File: config.mk
export PLATFORM = sky130hd
export DESIGN_NAME = div_seq
export DESIGN_NICKNAME = d
export VERILOG_FILES = /design/src/rtl/div_pkg.sv /design/src/rtl/div_paso.sv /design/src/rtl/div_seq.sv
export SDC_FILE = /design/constraint.sdc
export NUM_CORES = 1
export LEC_CHECK = 0
export ABC_AREA = 1
export ABC_CLOCK_PERIOD_IN_PS = 3800
export CAP_MARGIN = 20
export CORE_UTILIZATION = 30
export CTS_CLUSTER_SIZE = 20
export DETAILED_ROUTE_END_ITERATION = 8
export SLEW_MARGIN = 20
export SYNTH_ARGS = -nofsm -noshare
export SYNTH_HDL_FRONTEND = slang
export SYNTH_HIERARCHICAL = 1
export SYNTH_SLANG_ARGS = --single-unit
File: constraint.sdc
create_clock -name clk -period 3.8 [get_ports clk]
set_clock_uncertainty 0.2 [all_clocks]
set_input_delay 1.14 -clock clk [delete_from_list [all_inputs] [get_ports clk]]
set_output_delay 1.14 -clock clk [all_outputs]
set_load 0.02 [all_outputs]
File: src/rtl/div_pkg.sv
// rtl/div_pkg.sv - shared types and constants for the sequential divider
package div_pkg;

  localparam int DIV_WIDTH_DEF = 8;

  typedef enum logic [1:0] {
    IDLE = 2'd0,
    CALC = 2'd1,
    DONE = 2'd2
  } div_state_e;

endpackage

File: src/rtl/div_paso.sv
// rtl/div_paso.sv - one restoring shift-subtract step of the divider
module div_paso #(
  parameter int WIDTH = 8
) (
  input  logic [WIDTH-1:0] rem_i,
  input  logic             bit_i,
  input  logic [WIDTH-1:0] div_i,
  output logic [WIDTH-1:0] rem_o,
  output logic             q_o
);

  logic [WIDTH:0] shifted;

  // The shifted remainder needs one extra bit before the compare; it always fits back in WIDTH afterwards.
  always_comb begin
    shifted = {rem_i, bit_i};
    q_o     = (shifted >= {1'b0, div_i});
    rem_o   = q_o ? WIDTH'(shifted - {1'b0, div_i}) : shifted[WIDTH-1:0];
  end

endmodule

File: src/rtl/div_seq.sv
// rtl/div_seq.sv - sequential signed/unsigned restoring divider with valid/ready handshakes
module div_seq
  import div_pkg::*;
#(
  parameter int WIDTH = DIV_WIDTH_DEF
) (
  input  logic             clk,
  input  logic             rst_n,
  input  logic             in_valid,
  output logic             in_ready,
  input  logic [WIDTH-1:0] dividendo,
  input  logic [WIDTH-1:0] divisor,
  input  logic             con_signo,
  output logic             out_valid,
  input  logic             out_ready,
  output logic [WIDTH-1:0] cociente,
  output logic [WIDTH-1:0] resto,
  output logic             div_cero,
  output logic             desborde
);

  localparam int CW = $clog2(WIDTH + 1);
  localparam logic [WIDTH-1:0] MOST_NEG = {1'b1, {(WIDTH-1){1'b0}}};

  div_state_e       state_q, state_d;
  logic [CW-1:0]    cnt_q, cnt_d;
  logic [WIDTH-1:0] a_q, a_d;
  logic [WIDTH-1:0] b_q, b_d;
  logic [WIDTH-1:0] rem_q, rem_d;
  logic             negq_q, negq_d;
  logic             negr_q, negr_d;
  logic             dz_q, dz_d;
  logic             ovf_q, ovf_d;
  logic [WIDTH-1:0] cociente_q, cociente_d;
  logic [WIDTH-1:0] resto_q, resto_d;
  logic             div_cero_q, div_cero_d;
  logic             desborde_q, desborde_d;

  logic [WIDTH-1:0] rem_nxt;
  logic             q_bit;
  logic [WIDTH-1:0] quo_nxt;

  function automatic logic [WIDTH-1:0] mag(input logic [WIDTH-1:0] v, input logic signed_mode);
    return (signed_mode && v[WIDTH-1]) ? -v : v;
  endfunction

  div_paso #(.WIDTH(WIDTH)) u_paso (
    .rem_i (rem_q),
    .bit_i (a_q[WIDTH-1]),
    .div_i (b_q),
    .rem_o (rem_nxt),
    .q_o   (q_bit)
  );

  // Quotient bits shift into the dividend register as its bits are consumed.
  assign quo_nxt = {a_q[WIDTH-2:0], q_bit};

  always_comb begin
    state_d    = state_q;
    cnt_d      = cnt_q;
    a_d        = a_q;
    b_d        = b_q;
    rem_d      = rem_q;
    negq_d     = negq_q;
    negr_d     = negr_q;
    dz_d       = dz_q;
    ovf_d      = ovf_q;
    cociente_d = cociente_q;
    resto_d    = resto_q;
    div_cero_d = div_cero_q;
    desborde_d = desborde_q;
    unique case (state_q)
      IDLE: begin
        if (in_valid) begin
          dz_d    = (divisor == '0);
          ovf_d   = con_signo && (dividendo == MOST_NEG) && (divisor == '1);
          a_d     = (divisor == '0) ? dividendo : mag(dividendo, con_signo);
          b_d     = mag(divisor, con_signo);
          rem_d   = '0;
          cnt_d   = '0;
          negq_d  = con_signo && (dividendo[WIDTH-1] ^ divisor[WIDTH-1]);
          negr_d  = con_signo && dividendo[WIDTH-1];
          state_d = CALC;
        end
      end
      CALC: begin
        // A zero divisor spends a single cycle here so its result appears one edge after acceptance.
        if (dz_q) begin
          cociente_d = '1;
          resto_d    = a_q;
          div_cero_d = 1'b1;
          desborde_d = 1'b0;
          state_d    = DONE;
        end else begin
          a_d   = quo_nxt;
          rem_d = rem_nxt;
          cnt_d = cnt_q + CW'(1);
          if (cnt_q == CW'(WIDTH - 1)) begin
            cociente_d = negq_q ? -quo_nxt : quo_nxt;
            resto_d    = negr_q ? -rem_nxt : rem_nxt;
            div_cero_d = 1'b0;
            desborde_d = ovf_q;
            state_d    = DONE;
          end
        end
      end
      DONE: begin
        if (out_ready) state_d = IDLE;
      end
      default: state_d = IDLE;
    endcase
  end

  always_ff @(posedge clk or negedge rst_n) begin
    if (!rst_n) begin
      state_q    <= IDLE;
      cnt_q      <= '0;
      a_q        <= '0;
      b_q        <= '0;
      rem_q      <= '0;
      negq_q     <= 1'b0;
      negr_q     <= 1'b0;
      dz_q       <= 1'b0;
      ovf_q      <= 1'b0;
      cociente_q <= '0;
      resto_q    <= '0;
      div_cero_q <= 1'b0;
      desborde_q <= 1'b0;
    end else begin
      state_q    <= state_d;
      cnt_q      <= cnt_d;
      a_q        <= a_d;
      b_q        <= b_d;
      rem_q      <= rem_d;
      negq_q     <= negq_d;
      negr_q     <= negr_d;
      dz_q       <= dz_d;
      ovf_q      <= ovf_d;
      cociente_q <= cociente_d;
      resto_q    <= resto_d;
      div_cero_q <= div_cero_d;
      desborde_q <= desborde_d;
    end
  end

  assign in_ready  = (state_q == IDLE);
  assign out_valid = (state_q == DONE);
  assign cociente  = cociente_q;
  assign resto     = resto_q;
  assign div_cero  = div_cero_q;
  assign desborde  = desborde_q;

endmodule

* Word level (Yosys, flattened, before mapping)
Cells that the tools add are included.
Storage, ports and cells: bits in registers 52, output and inout bits 20, logic and storage cells 71
Cells by class: add/subtract/negate cells 6, $lt $le $gt $ge 1, equality and inequality tests 9, mux-type cells 28, bitwise gates (word level) 1, reduce and logical (&&, ||, !) cells 13
Operators with widths (number):
- $mux 8 | 14
- $neg 8->8 | 4
- $pmux 8 s2 | 2
- $eq 8x8->1 const B | 2
- $ge 9x8->1 | 1
- $logic_not 8->1 | 1
- $mux 2 | 4
- $mux 4 | 2
- $pmux 4 s2 | 1
- $sub 8x8->8 | 1
- $pmux 2 s3 | 1
- $reduce_and 3->1 | 2
- $logic_and 1x1->1 | 5
- $add 4x1->4 const B | 1
- $eq 4x3->1 const B | 1
- $mux 1 | 4
- $ne 2x2->1 const B | 2
- $reduce_and 2->1 | 2
- $reduce_bool 2->1 | 2
- $ne 3x3->1 const B | 1
- $eq 2x1->1 const B | 1
- $eq 2x2->1 const B | 1
- $logic_not 2->1 | 1
- $ne 2x1->1 const B | 1
- $xor 1x1->1 | 1

* Longest topological paths before layout
word-level depth 6, gate-level depth with buffers 20

* By module
The synthesis kept the hierarchy.
By module, submodules not included:
- div_seq | times used 1, cells each 379, area an instance 2927.8 sq um, seq. area each 1301.2 sq um
- div_paso | times used 1, cells each 109, area an instance 654.4 sq um, seq. area each 0.0 sq um

* Worst setup path after synthesis
Ideal clock, no wire load.
kind input port to flip-flop, start in divisor[0], end reg a_q[1], setup time 0.117 ns, arrival 2.076 ns, setup slack 1.407 ns, stages on the path 10, buffers on the path 1, path through inv_1 ha_1 nand2_1 nor2_1 nand2_1 buf_6 nand3_1 nand3_1 nand3_1 nand2_1
Between the ends: longest elaborated chain between the ends 4
RTL lines:
- start: declaration | RTL line div_seq.sv:12 | input logic [WIDTH-1:0] divisor,
- $logic_not 8->1 | RTL line div_seq.sv:77 | a_d = (divisor == '0) ? dividendo : mag(dividendo, con_signo);
- $mux 8 | RTL line div_seq.sv:77
- $mux 8 | RTL line div_seq.sv:74 | if (in_valid) begin
- $pmux 8 s2 | RTL line div_seq.sv:72 | unique case (state_q)
- end signal: assignment | RTL line div_seq.sv:118 | a_q <= '0;
- end signal: assignment | RTL line div_seq.sv:132 | a_q <= a_d;
- end: declaration | RTL line div_seq.sv:27 | logic [WIDTH-1:0] a_q, a_d;
No other way between the ends. The select of a mux whose other input is x is not followed. A chain may end at the register's enable or synchronous reset.

* Final worst setup path
start reg state_q[0], end out in_ready
Between the ends: longest elaborated chain between the ends 1
RTL lines:
- start: declaration | RTL line div_seq.sv:25 | div_state_e state_q, state_d;
- start signal: assignment | RTL line div_seq.sv:130 | state_q <= state_d;
- $logic_not 2->1 | RTL line div_seq.sv:146 | assign in_ready = (state_q == IDLE);
- end: declaration | RTL line div_seq.sv:10 | output logic in_ready,
No other way between the ends.

==> results.cfg <==
[run_status]
status = complete, but fails checks
violations = DRC

[placed_design]
numPortBuffers = 40
dp.cells = 661
place.gp.congestion = 0.851
dp_hpwl_mm = 7.00

[sta]
slew_viol_final = 0
fmax_ghz = 0.343
finalCriticalPeriod_ps = 2920
finalHoldViolations = 0
tightest_slew_ps = 630
slew_headroom_pct = 58.0
whs_ps = 284
final.period_utilization_pct = 76.8
rsz0062_at_grt = no
setup_tns_ps = 0
setup_viol = 0

[logic_synthesis]
synth.distinct_cells = 38
yosysTopAreaCellShare_pct = 36.3
avgSynthCellArea_um2 = 7.34
yosysSeqAreaShare_pct = 36.3
synth_nets = 524
synth_area_leader_cell = dfrtp_1
synth_area_um2 = 3580
syn_inst = 488
yosysWarningCount = 6
ys_ff_latch = 52
ys_top_cells_by_area = dfrtp_1, nand2_1, nand3_1

[critical_path]
worstPathRequired_ps = 2460
slowest_stage = clkdlybuf4s50_1
cp_num_buf_inv = 1
worst_setup_path_end_kind = primary output
path_class = reg2out
rr_startpoint = a_q[7]$_DFFE_PN0P_
slowest_delay_ps = 650
crit_start = state_q[0]$_DFFE_PN0P_
r2r.worst_path.cells = 17
cp-start-kind = flip-flop
path_depth = 2
worstPathArrival_ps = 1580
path_cells = nor2_2 -> clkdlybuf4s50_1
crit_family = buffers and inverters
cp_max_fo = 4

[drt]
drc_errors = 2
vias = 3284
drt-initial-drc-count = 189
drt-vias-per-instance = 4.91
wire_per_inst_um = 13.3
drtAntennaViolNets = 0
routed_wl_mm = 8.90
dr.pass1.iters = 7

[cts]
postCtsSetupRepairBufs = 0
clock_path_buffers = 2
root_buffer = clkbuf_16
path_clk_slew_ps = 70
clock_latency_ps = 290
cts_tree = built
clkSinkCount = 52
ctsResizeCount = 0
postCtsHoldBufs = 0
cts_max_level = 2
cts_buffers = 5

[grt]
grt-ovfl-total = 0
grt_pass1_vias = 3195
antenna_found_initial = 0
grt_start_max_net_pins = 29
grt_usage_pct = 15.0
grt_first_pass_wirelength_mm = 15.1

[final_layout]
antenna_cells = 0
stdcell_count = 669
layout-area-overhead-vs-synth_pct = 18.4
final_nets = 561
fin_util_pct = 36.8
drive_gt1_share_pct = 9.89

[floorplan]
coreArea_um2 = 11500
rows = 39
die_h_um = 111
die_w_um = 111
start_util_pct = 31.1
die-area_um2 = 12400
io_pins = 41

[worst_hold_path]
hold_path_depth = 2
holdCritPathClass = reg2reg
worst_hold_startpoint = resto[5]$_DFFE_PN0P_

[flow_run]
cap_violations = 0

[power_and_ir_drop]
p_per_area_nw_per_um2 = 1010
p_leak_nw = 2.07
power_mw = 4.30
peakVddDrop_v = 0.000288
-- registers in the layout, indices dropped and copies added, names as in the netlist --
signal	count
a_q	8
b_q	8
cociente	8
rem_q	8
resto	8
cnt_q	4
state_q	2
desborde	1
div_cero	1
dz_q	1
negq_q	1
negr_q	1
ovf_q	1
-- metal layers --
metal | routed length [um] | track usage [%]
met5 | 0 | 0
met2 | 4170 | 25.5
met1 | 4190 | 19.9
met4 | 97 | 3.78
met3 | 448 | 2.41
-- area by class of cell --
type                       count  area (um^2)
tap                          143          179
fill                        1203         7270
sequential                    52         1300
clock buffer                   6          139
clock inverter                 2         13.8
inverter                      68          258
timing repair buffer          42          410
multi-input combinational    356         1940
-- synthesized netlist by cell type, drive strengths merged --
cell / number
ha: 14
inv: 66
o21bai: 1
nor2: 45
clkinv: 2
o31ai: 2
o22ai: 4
o211ai: 2
a21oi: 17
dfrtp: 52
o21ai: 33
xor2: 10
nand3: 46
nand2: 154
a31oi: 5
xnor2: 3
mux2i: 1
a22o: 2
buf: 12
nand4: 14
nor3: 1
or2: 1
fa: 1
-- report_power, final --
| part | internal, mW | switching (mW) | total [mW] | leakage, nW |
|---|---|---|---|---|
| Clock | 0.264 | 0.203 | 0.467 | 0.0772 |
| Sequential | 0.819 | 0.219 | 1.04 | 0.640 |
| Combinational | 1.03 | 1.76 | 2.79 | 1.35 |
| Total | 2.11 | 2.18 | 4.30 | 2.07 |
-- final timing paths --
kind / to / slack, ps
min reg2reg: resto[5]$_DFFE_PN0P_ / 280
min: resto[5]$_DFFE_PN0P_ / 280
max reg2reg: resto[4]$_DFFE_PN0P_ / 960
max in group asynchronous: cnt_q[0]$_DFFE_PN0P_ / 1950
min in group asynchronous: resto[4]$_DFFE_PN0P_ / 660
max: in_ready / 880
-- per-stage QoR --
stage / worst slack (ps) / instance area, um^2
finish: 881 / 4240
global route: 748 / 4240
CTS: 862 / 4240
detailed placement: 699 / 4090
global placement: 790 / 4090
floorplan: 1410 / 3580
-- worst reg2reg max path: cells and delay by family (launching register included) --
family,cells,cell delay [ps]
fa+ha+maj,2,550
compound gates,2,280
simple gates,11,1080
flops,1,450
buf+inv,2,170
-- kinds of logic after synthesis --
kind of cell | share of synthesized area (%)
AO/OA/AOI/OAI | 10.5
XOR/XNOR | 3.18
adder cells (fa/ha/maj) | 5.45
buffers and inverters | 9.47
flip-flops | 36.3
multiplexers | 0.279
AND/OR/NAND/NOR | 34.8
-- cell usage in the layout (no fill, tap or decap), types with 3 or more instances in the layout --
master,count
nand2_1,137
inv_1,58
dfrtp_1,52
nand3_1,44
clkdlybuf4s50_1,39
nor2_1,36
o21ai_0,27
a21oi_1,17
nand4_1,14
ha_1,14
nand2_2,13
xor2_1,10
inv_2,7
a31oi_1,5
clkbuf_16,5
o21ai_2,4
nor2_4,4
o22ai_1,4
nor2_2,3
xnor2_1,3
(Power assumes the default switching activity.)
